--- src/rtl/msg_store_pkg.sv ---
// Shared defaults and the arbitration-state type for the message store.
package msg_store_pkg;

    localparam int MSG_WIDTH_DEF = 16;
    localparam int DEPTH_DEF     = 32;
    localparam int ADDR_W_DEF    = 5;

    // Which producer was granted most recently; the other one wins a tie.
    typedef enum logic {
        LAST_P0 = 1'b0,
        LAST_P1 = 1'b1
    } arb_state_t;

endpackage

--- src/rtl/rr_arb2.sv ---
// Two-requester round-robin arbiter: grants are combinational from the
// requests and the remembered last winner; the winner only changes on an
// accepted transfer.
module rr_arb2
    import msg_store_pkg::*;
(
    input  logic clk,
    input  logic rst,
    input  logic req0,
    input  logic req1,
    input  logic accept0,
    input  logic accept1,
    output logic grant0,
    output logic grant1
);

    arb_state_t state;

    // A lone requester always wins; on contention the one not served last wins.
    always_comb begin
        grant0 = req0 && (!req1 || (state == LAST_P1));
        grant1 = req1 && (!req0 || (state == LAST_P0));
    end

    // Remember the last producer that actually transferred; hold otherwise.
    always_ff @(posedge clk) begin
        if (rst) begin
            state <= LAST_P1;
        end else if (accept0) begin
            state <= LAST_P0;
        end else if (accept1) begin
            state <= LAST_P1;
        end
    end

endmodule

--- src/rtl/msg_store_arbiter.sv ---
// Two-producer message store: round-robin write arbitration into a circular
// buffer, single consumer with a one-cycle pop-to-data latency.
module msg_store_arbiter
    import msg_store_pkg::*;
#(
    parameter int MSG_WIDTH = MSG_WIDTH_DEF,
    parameter int DEPTH     = DEPTH_DEF,
    parameter int ADDR_W    = ADDR_W_DEF
) (
    input  logic                 clk,
    input  logic                 rst,
    input  logic                 p0_valid,
    input  logic [MSG_WIDTH-1:0] p0_data,
    output logic                 p0_ready,
    input  logic                 p1_valid,
    input  logic [MSG_WIDTH-1:0] p1_data,
    output logic                 p1_ready,
    input  logic                 c_pop,
    output logic                 c_valid,
    output logic [MSG_WIDTH-1:0] c_data,
    output logic [ADDR_W:0]      count,
    output logic                 full,
    output logic                 empty
);

    localparam logic [ADDR_W:0] FULL_COUNT = (ADDR_W+1)'(DEPTH);

    logic [MSG_WIDTH-1:0] mem [DEPTH];
    logic [ADDR_W-1:0]    wr_ptr;
    logic [ADDR_W-1:0]    rd_ptr;
    logic                 grant0;
    logic                 grant1;
    logic                 accept0;
    logic                 accept1;
    logic                 wr_en;
    logic                 rd_en;
    logic [MSG_WIDTH-1:0] wr_data;

    rr_arb2 u_arb (
        .clk     (clk),
        .rst     (rst),
        .req0    (p0_valid),
        .req1    (p1_valid),
        .accept0 (accept0),
        .accept1 (accept1),
        .grant0  (grant0),
        .grant1  (grant1)
    );

    // Ready uses the registered full flag, so a pop cannot open a slot for a
    // same-cycle write; nothing is accepted while reset is held.
    always_comb begin
        full     = (count == FULL_COUNT);
        empty    = (count == '0);
        p0_ready = grant0 && !full && !rst;
        p1_ready = grant1 && !full && !rst;
        accept0  = p0_valid && p0_ready;
        accept1  = p1_valid && p1_ready;
        wr_en    = accept0 || accept1;
        wr_data  = accept1 ? p1_data : p0_data;
        // A pop against an empty store is dropped, even if a write lands now.
        rd_en    = c_pop && !empty;
    end

    // Storage array; contents survive reset, only the pointers are cleared.
    always_ff @(posedge clk) begin
        if (wr_en) begin
            mem[wr_ptr] <= wr_data;
        end
    end

    // Pointers, occupancy and the registered consumer output.
    always_ff @(posedge clk) begin
        if (rst) begin
            wr_ptr  <= '0;
            rd_ptr  <= '0;
            count   <= '0;
            c_valid <= 1'b0;
            c_data  <= '0;
        end else begin
            c_valid <= rd_en;
            if (wr_en) begin
                wr_ptr <= wr_ptr + 1'b1;
            end
            if (rd_en) begin
                rd_ptr <= rd_ptr + 1'b1;
                c_data <= mem[rd_ptr];
            end
            case ({wr_en, rd_en})
                2'b10:   count <= count + 1'b1;
                2'b01:   count <= count - 1'b1;
                default: count <= count;
            endcase
        end
    end

endmodule

--- config.mk ---
export PLATFORM = sky130hd
export DESIGN_NAME = msg_store_arbiter
export DESIGN_NICKNAME = d
export VERILOG_FILES = /design/src/rtl/msg_store_pkg.sv /design/src/rtl/rr_arb2.sv /design/src/rtl/msg_store_arbiter.sv
export SDC_FILE = /design/constraint.sdc
export NUM_CORES = 1
export LEC_CHECK = 0
export ABC_AREA = 1
export BUFFER_PORTS_ARGS = -buffer_cell sky130_fd_sc_hd__buf_2
export CORE_MARGIN = 4
export CORE_UTILIZATION = 45
export CTS_CLUSTER_DIAMETER = 60
export DETAILED_ROUTE_END_ITERATION = 8
export PLACE_DENSITY = 0.62
export REMOVE_ABC_BUFFERS = 1
export SYNTH_ARGS = -nofsm -noshare
export SYNTH_HDL_FRONTEND = slang
export SYNTH_SLANG_ARGS = --single-unit
--- constraint.sdc ---
create_clock -name clk -period 3.8 [get_ports clk]
set_input_delay 0.38 -clock clk [delete_from_list [all_inputs] [get_ports clk]]
set_output_delay 0.38 -clock clk [all_outputs]
set_load 0.1 [all_outputs]
==> results of run 1 <==
-- final cells by class --
type / instances / area share (%)
clock buffer: 76 / 5.78
clock inverter: 24 / 0.653
inverter: 239 / 3.47
timing repair buffer: 124 / 3.17
multi-input combinational: 1342 / 22.0
sequential: 546 / 61.6
tap: 680 / 3.26
-- registers in the layout (all words and copies together) (netlist names) --
signal,cells
c_data,16
c_valid,1
count,6
mem,512
rd_ptr,5
u_arb.state,1
wr_ptr,5
-- report_power, final --
part / internal [uW] / switching, uW
Sequential: 6840 / 212
Clock: 2890 / 2200
Combinational: 1060 / 3320
Total: 10800 / 5720
-- layer usage --
metal | global-route usage (%) | share of wire, % | vias to the layer above
met4 | 6.91 | 2.9 | 2
met3 | 3.71 | 8.9 | 115
li1 | - | - | 7520
met5 | 0 | 0.014 | -
met2 | 33.7 | 46 | 642
met1 | 28.9 | 42 | 7405
-- synthesized netlist by cell type (6+ instances only) --
| master | count |
|---|---|
| dfxtp_1 | 34 |
| ha_1 | 10 |
| nand2_1 | 775 |
| inv_2 | 6 |
| inv_1 | 231 |
| nand3_1 | 312 |
| edfxtp_1 | 512 |
| nor2_1 | 137 |
| o21ai_0 | 22 |
| buf_2 | 71 |
| a21oi_1 | 62 |
| clkbuf_1 | 20 |
| buf_4 | 14 |
-- critical path, delay by kind of cell, from the launching register on --
kind,cells,cell delay [ns]
adder cells (fa/ha/maj),2,0.73
buffers and inverters,2,0.23
XOR/XNOR,1,0.09
AND/OR/NAND/NOR,8,1.03
flip-flops,1,0.37
AO/OA/AOI/OAI,2,0.34
-- worst max path at each step --
stage,startpoint,to,slack (ns),cells past startpoint
CTS,count[1],count[3],0.86,15
floorplan,rd_ptr[0],c_data[0],-4.44,9
finish,count[1],count[3],0.89,15
detailed placement,count[1],count[3],0.90,15
global route,count[1],count[3],0.57,15
global placement,count[1],count[3],0.91,15
-- through the flow --
step,instances,setup TNS [ns]
global route,3031,0
finish,3031,0
floorplan,2127,-82.42
detailed placement,2930,0
CTS,3031,0
global placement,2930,0
-- logic make-up (layout without fill, tap and decap cells) --
| family | after synthesis | after routing | synth area share, % |
|---|---|---|---|
| adders and majority gates | 11 | 11 | 0.623 |
| AOI/OAI and AO/OA | 89 | 89 | 1.95 |
| xor gates and xnor gates | 7 | 7 | 0.263 |
| buffers and inverters | 353 | 463 | 6.44 |
| and+or+nand+nor | 1235 | 1235 | 21.8 |
| DFF | 546 | 546 | 69.0 |
==> results.tsv, run 1 <==
stage	metric	value	unit
run_status	status	complete, no violations	
clocking	clock_sinks	546	
floorplanning	row_count	83	
timing	layout_setup_ws	0.886	ns
global_routing	first_global_vias	14900	
timing	setup_viol	0	
pwr	power_density	634	nW/um^2
worst_hold_path	hold_start	p0_valid	
synthesis	synth_top_area_share	66.0	%
final_layout	drive_gt1_share	9.02	%
global_routing	grt_pass1_wl	89600	um
floorplanning	die-area	55400	um^2
final_layout	layout_commonest_cell	nand2_1	
clocking	cts_tree	yes	
worst_setup_path	r2r-end	count[3]	
worst_setup_path	cp_max_fo	18	
global_routing	groute.usage.overall	20.9	%
worst_setup_path	cp_slowest_cell	ha_1	
detailed_routing	vias	15700	
pwr	ir_drop	864	uV
timing	holdWs	0.296	ns
timing	rsz0062_at_grt	false	
floorplanning	die_h	235	um
timing	min_period_over_period	76.7	%
final_layout	antenna_cells	0	
floorplanning	die_w	235	um
clocking	clock_path_buffers	3	
place	dp_slack	0.902	ns
synthesis	syn-instance-count	2241	
synthesis	synth_top_cell_by_area	edfxtp_1	
place	portBuffers	63	
synthesis	synth-async-reset-ratio	0	%
worst_setup_path	critPathCaptureType	flip-flop	
clocking	cts_root_buf	clkbuf_16	
flow_run	drv_cap	0	
clocking	cts_hold_buf	1	
final_layout	multi_input_area	5740	um^2
timing	worst_clock_skew	0.0207	ns
detailed_routing	drcViolationCount	0	
pwr	p_total	16500	uW
final_layout	syn2layout_area_growth	11.9	%
detailed_routing	avgRoutedWirePerCell	19.5	um
place	gp_congestion	0.814	
clocking	clkSlewWorstSetupHoldPaths	0.06	ns
final_layout	seq_area	16100	um^2
synthesis	yosysWarnings	0	
timing	max_freq	343	MHz
place	place.detailed.hpwl	32100	um
worst_setup_path	critical_path.cell_chain	nor2_1 -> nand3_1 -> nor2_1 -> nand2_1 -> nand3b_4 -> nand2_2 -> inv_2 -> ha_1 -> ha_1 -> nand2_1 -> nand2_1 -> a31oi_1 -> xnor2_1 -> o21ai_0 -> inv_1	
final_layout	nets	2356	
final_layout	fin_area	26100	um^2
synthesis	syn_avg_cell_area	10.4	um^2
final_layout	final_util	50.8	%
worst_setup_path	cp.required	4.27	ns
worst_setup_path	reg2reg_depth	15	
worst_setup_path	critPathArrivalTime	3.39	ns
worst_hold_path	min_path_type	primary input to flip-flop	
detailed_routing	dr.pass1.iters	5	
timing	worst_slew_pin_slew	1.14	ns
synthesis	ys_types	29	
final_layout	layout_common_cells	nand2_1 (775), edfxtp_1 (512), nand3_1 (312)	
timing	period_needed	2.91	ns
synthesis	yosysSeqAreaShare	69.0	%
timing	slew_headroom	23.9	%
synthesis	synth-edff-count	512	
worst_setup_path	path_class	flip-flop to flip-flop	
synthesis	synth_area	23300	um^2
detailed_routing	first_iter_violations	1561	
global_routing	grt_max_degree	190	
worst_setup_path	start_kind	flip-flop	
synthesis	ys_ff_latch	546	
detailed_routing	ant_nets	0	
final_layout	fill_cells	4561	
clocking	clock_latency	0.60	ns
floorplanning	core	51300	um^2
floorplanning	initial_core_util	45.4	%
synthesis	synth.area.top_cells	edfxtp_1 (66%), nand2_1 (12%), nand3_1 (6.7%), inv_1 (3.7%), dfxtp_1 (2.9%)	
place	postPlaceCellArea	24400	um^2
worst_hold_path	holdPathEnd	u_arb.state	
global_routing	antenna_found_initial	1	
floorplanning	pin_count	64	
timing	hold_viol	0	
worst_setup_path	worst_path_most_repeated_cell	nand2_1	
clocking	cts_setup_buffers	0	
clocking	cts_buffers	55	
worst_setup_path	worstReg2RegStart	count[1]	
detailed_routing	viasPerCell	5.17	
timing	drv_slew	0	
worst_setup_path	crit_path_max_incr_delay	0.38	ns
clocking	cts_resized	0	
synthesis	synthFlopType	edfxtp_1	
worst_hold_path	min_path_cells	5	
global_routing	grt_overflow	0	
worst_setup_path	r2r_slack	0.89	ns
detailed_routing	routed_wl	59100	um
pwr	power_leakage	0.0105	uW
clocking	cts.htree.levels	2	
(Power assumes the default switching activity.)
==> run 2: changes to the inputs <==
--- a/config.mk
+++ b/config.mk
@@ -11,7 +11,7 @@
 export CORE_UTILIZATION = 45
 export CTS_CLUSTER_DIAMETER = 60
 export DETAILED_ROUTE_END_ITERATION = 8
-export PLACE_DENSITY = 0.62
+export PLACE_DENSITY = 0.64
 export REMOVE_ABC_BUFFERS = 1
 export SYNTH_ARGS = -nofsm -noshare
 export SYNTH_HDL_FRONTEND = slang
==> constraint.sdc (replaced) <==
create_clock -name clk -period 2.5 [get_ports clk]
set_input_delay 0.25 -clock clk [delete_from_list [all_inputs] [get_ports clk]]
set_output_delay 0.25 -clock clk [all_outputs]
set_load 0.1 [all_outputs]
==> results.tsv, run 2 (same netlist as run 1, synthesis figures left out) <==
stage	metric	value	unit
run_status	status	complete, no violations	
place	dp_cells	2955	
detailed_routing	routed_wl	55900	um
timing	worst_clock_skew	0.0173	ns
worst_setup_path	cp.required	2.25	ns
final_layout	syn2layout_area_growth	13.6	%
clocking	clock_path_buffers	3	
clocking	cts_root_buf	clkbuf_16	
timing	setup_viol	0	
worst_setup_path	path_class	flip-flop to output pin	
final_layout	biggestRegsByFlops	mem (512), c_data (16), count (6)	
timing	worst_slew_pin_slew	0.837	ns
pwr	netSwitchingFraction	34.3	%
timing	period_needed	2.33	ns
final_layout	regMostFlops	mem	
global_routing	groute.usage.overall	19.9	%
final_layout	layout_common_cells	nand2_1 (775), edfxtp_1 (512), nand3_1 (312)	
floorplanning	die_w	235	um
worst_hold_path	min_path_type	primary input to flip-flop	
place	place.detailed.hpwl	33100	um
global_routing	antenna_found_initial	0	
detailed_routing	drcViolationCount	0	
pwr	p_total	25600	uW
pwr	power.share.sequential	41.4	%
pwr	power_leakage	0.0107	uW
pwr	ir_drop	1250	uV
detailed_routing	vias	15600	
global_routing	first_global_vias	15300	
timing	max_freq	429	MHz
detailed_routing	viasPerCell	5.11	
final_layout	fin_cells	3055	
worst_setup_path	cp_max_fo	18	
clocking	cts.htree.levels	2	
floorplanning	row_count	83	
floorplanning	die-area	55400	um^2
place	portBuffers	63	
worst_setup_path	critPathCaptureType	output pin	
clocking	clock_latency	0.60	ns
global_routing	grt_max_degree	83	
detailed_routing	avgRoutedWirePerCell	18.3	um
pwr	p_comb_share	27.5	%
final_layout	drive_gt1_share	10.4	%
final_layout	antenna_cells	0	
final_layout	layout_commonest_cell	nand2_1	
floorplanning	pin_count	64	
clocking	clock_sinks	546	
clocking	cts_buffers	53	
detailed_routing	first_iter_violations	1637	
pwr	p_int	16800	uW
timing	min_period_over_period	93.2	%
clocking	clkSlewWorstSetupHoldPaths	0.06	ns
floorplanning	core	51300	um^2
global_routing	grt_overflow	0	
flow_run	drv_cap	0	
detailed_routing	ant_nets	0	
timing	drv_slew	0	
floorplanning	initial_core_util	45.4	%
timing	hold_viol	0	
pwr	p_switching	8790	uW
floorplanning	die_h	235	um
final_layout	largest_reg_flops	512	
worst_setup_path	start_kind	flip-flop	
clocking	cts_tree	yes	
detailed_routing	dr.pass1.iters	6	
pwr	power_density	967	nW/um^2
global_routing	grt_pass1_wl	87200	um
pwr	clock_power_share	31.1	%
worst_setup_path	critPathArrivalTime	2.08	ns
timing	slew_headroom	44.2	%
place	gp_congestion	0.839	
final_layout	nets	2379	
==> run 2: cell types whose count changed in the layout (fill, tap and decap cells not counted), sizes merged <==
cell / change
buf: +25
inv: -1
clkbuf: -13
bufinv: +3
clkinv: +10
==> run 2: per-layer routing <==
metal  vias up  global-route usage [%]  routed length, um  part of all wire, %
met5         -                       0                  0                    0
met4         0                    7.83               2020                  3.6
met3       108                    2.80               3700                  6.6
li1       7568                       -                  -                    -
met1      7359                    27.9              24500                   44
met2       569                    31.8              25700                   46
==> run 2: cell type report <==
cell class	count	area (um^2)
multi-input cells	1342	5750
clock buffers	63	1440
well taps	680	851
fillers	4449	24800
inverters	239	905
clock inverters	36	300
repair buffers	149	1140
flip-flops and latches	546	16100
==> run 2: final timing paths <==
path              cells after the start     endpoint       from  slack (ns)
hold / removal                        5  u_arb.state   p0_valid        0.16
hold reg to reg                       2    c_data[3]  c_data[3]        0.47
setup / recovery                      8     p1_ready   count[3]        0.17
setup reg to reg                     15     count[3]   count[2]        0.23
==> run 2: power groups by stage <==
| stage | Sequential [uW] | Combinational (uW) | Clock, uW |
|---|---|---|---|
| 3_5_place_dp | 10800 | 7000 | 0 |
| 4_1_cts | 10600 | 7040 | 8100 |
| 3_3_place_gp | 10800 | 6910 | 0 |
| 5_1_grt | 10600 | 7770 | 8440 |
| 6_report | 10600 | 7040 | 7950 |
| 2_1_floorplan | 12000 | 3240 | 0 |
==> run 2: through the flow <==
stage / utilization (%) / setup TNS [ns] / hold slack, ns / area, um^2 / setup WS, ns
final: 51.6 / 0 / 0.163 / 26500 / 0.169
after global routing: 51.6 / -0.00217 / 0.199 / 26500 / -0.00217
after CTS: 51.5 / 0 / 0.124 / 26400 / 0.0495
after detailed placement: 48.1 / 0 / 0.458 / 24700 / 0.0631
after global placement: 48.1 / 0 / 0.453 / 24700 / 0.0769
after floorplan: - / -657.95 / 0.319 / 22700 / -5.74
==> run 2: critical path: stages (launching register included) <==
cell      delay (ns)
dfxtp_1         0.33
inv_1           0.06
nand3_1         0.09
nor2_1          0.06
nand2_1         0.14
nand3b_4        0.10
buf_4           0.20
inv_2           0.24
buf_6           0.27
==> run 2: timing repair <==
action,in CTS,in global routing
gates cloned,0,0
buffers inserted,0,0
hold buffers,1,0
setup endpoints to repair,1,4
endpoints found under the hold margin,3,0
resized for setup,1,3
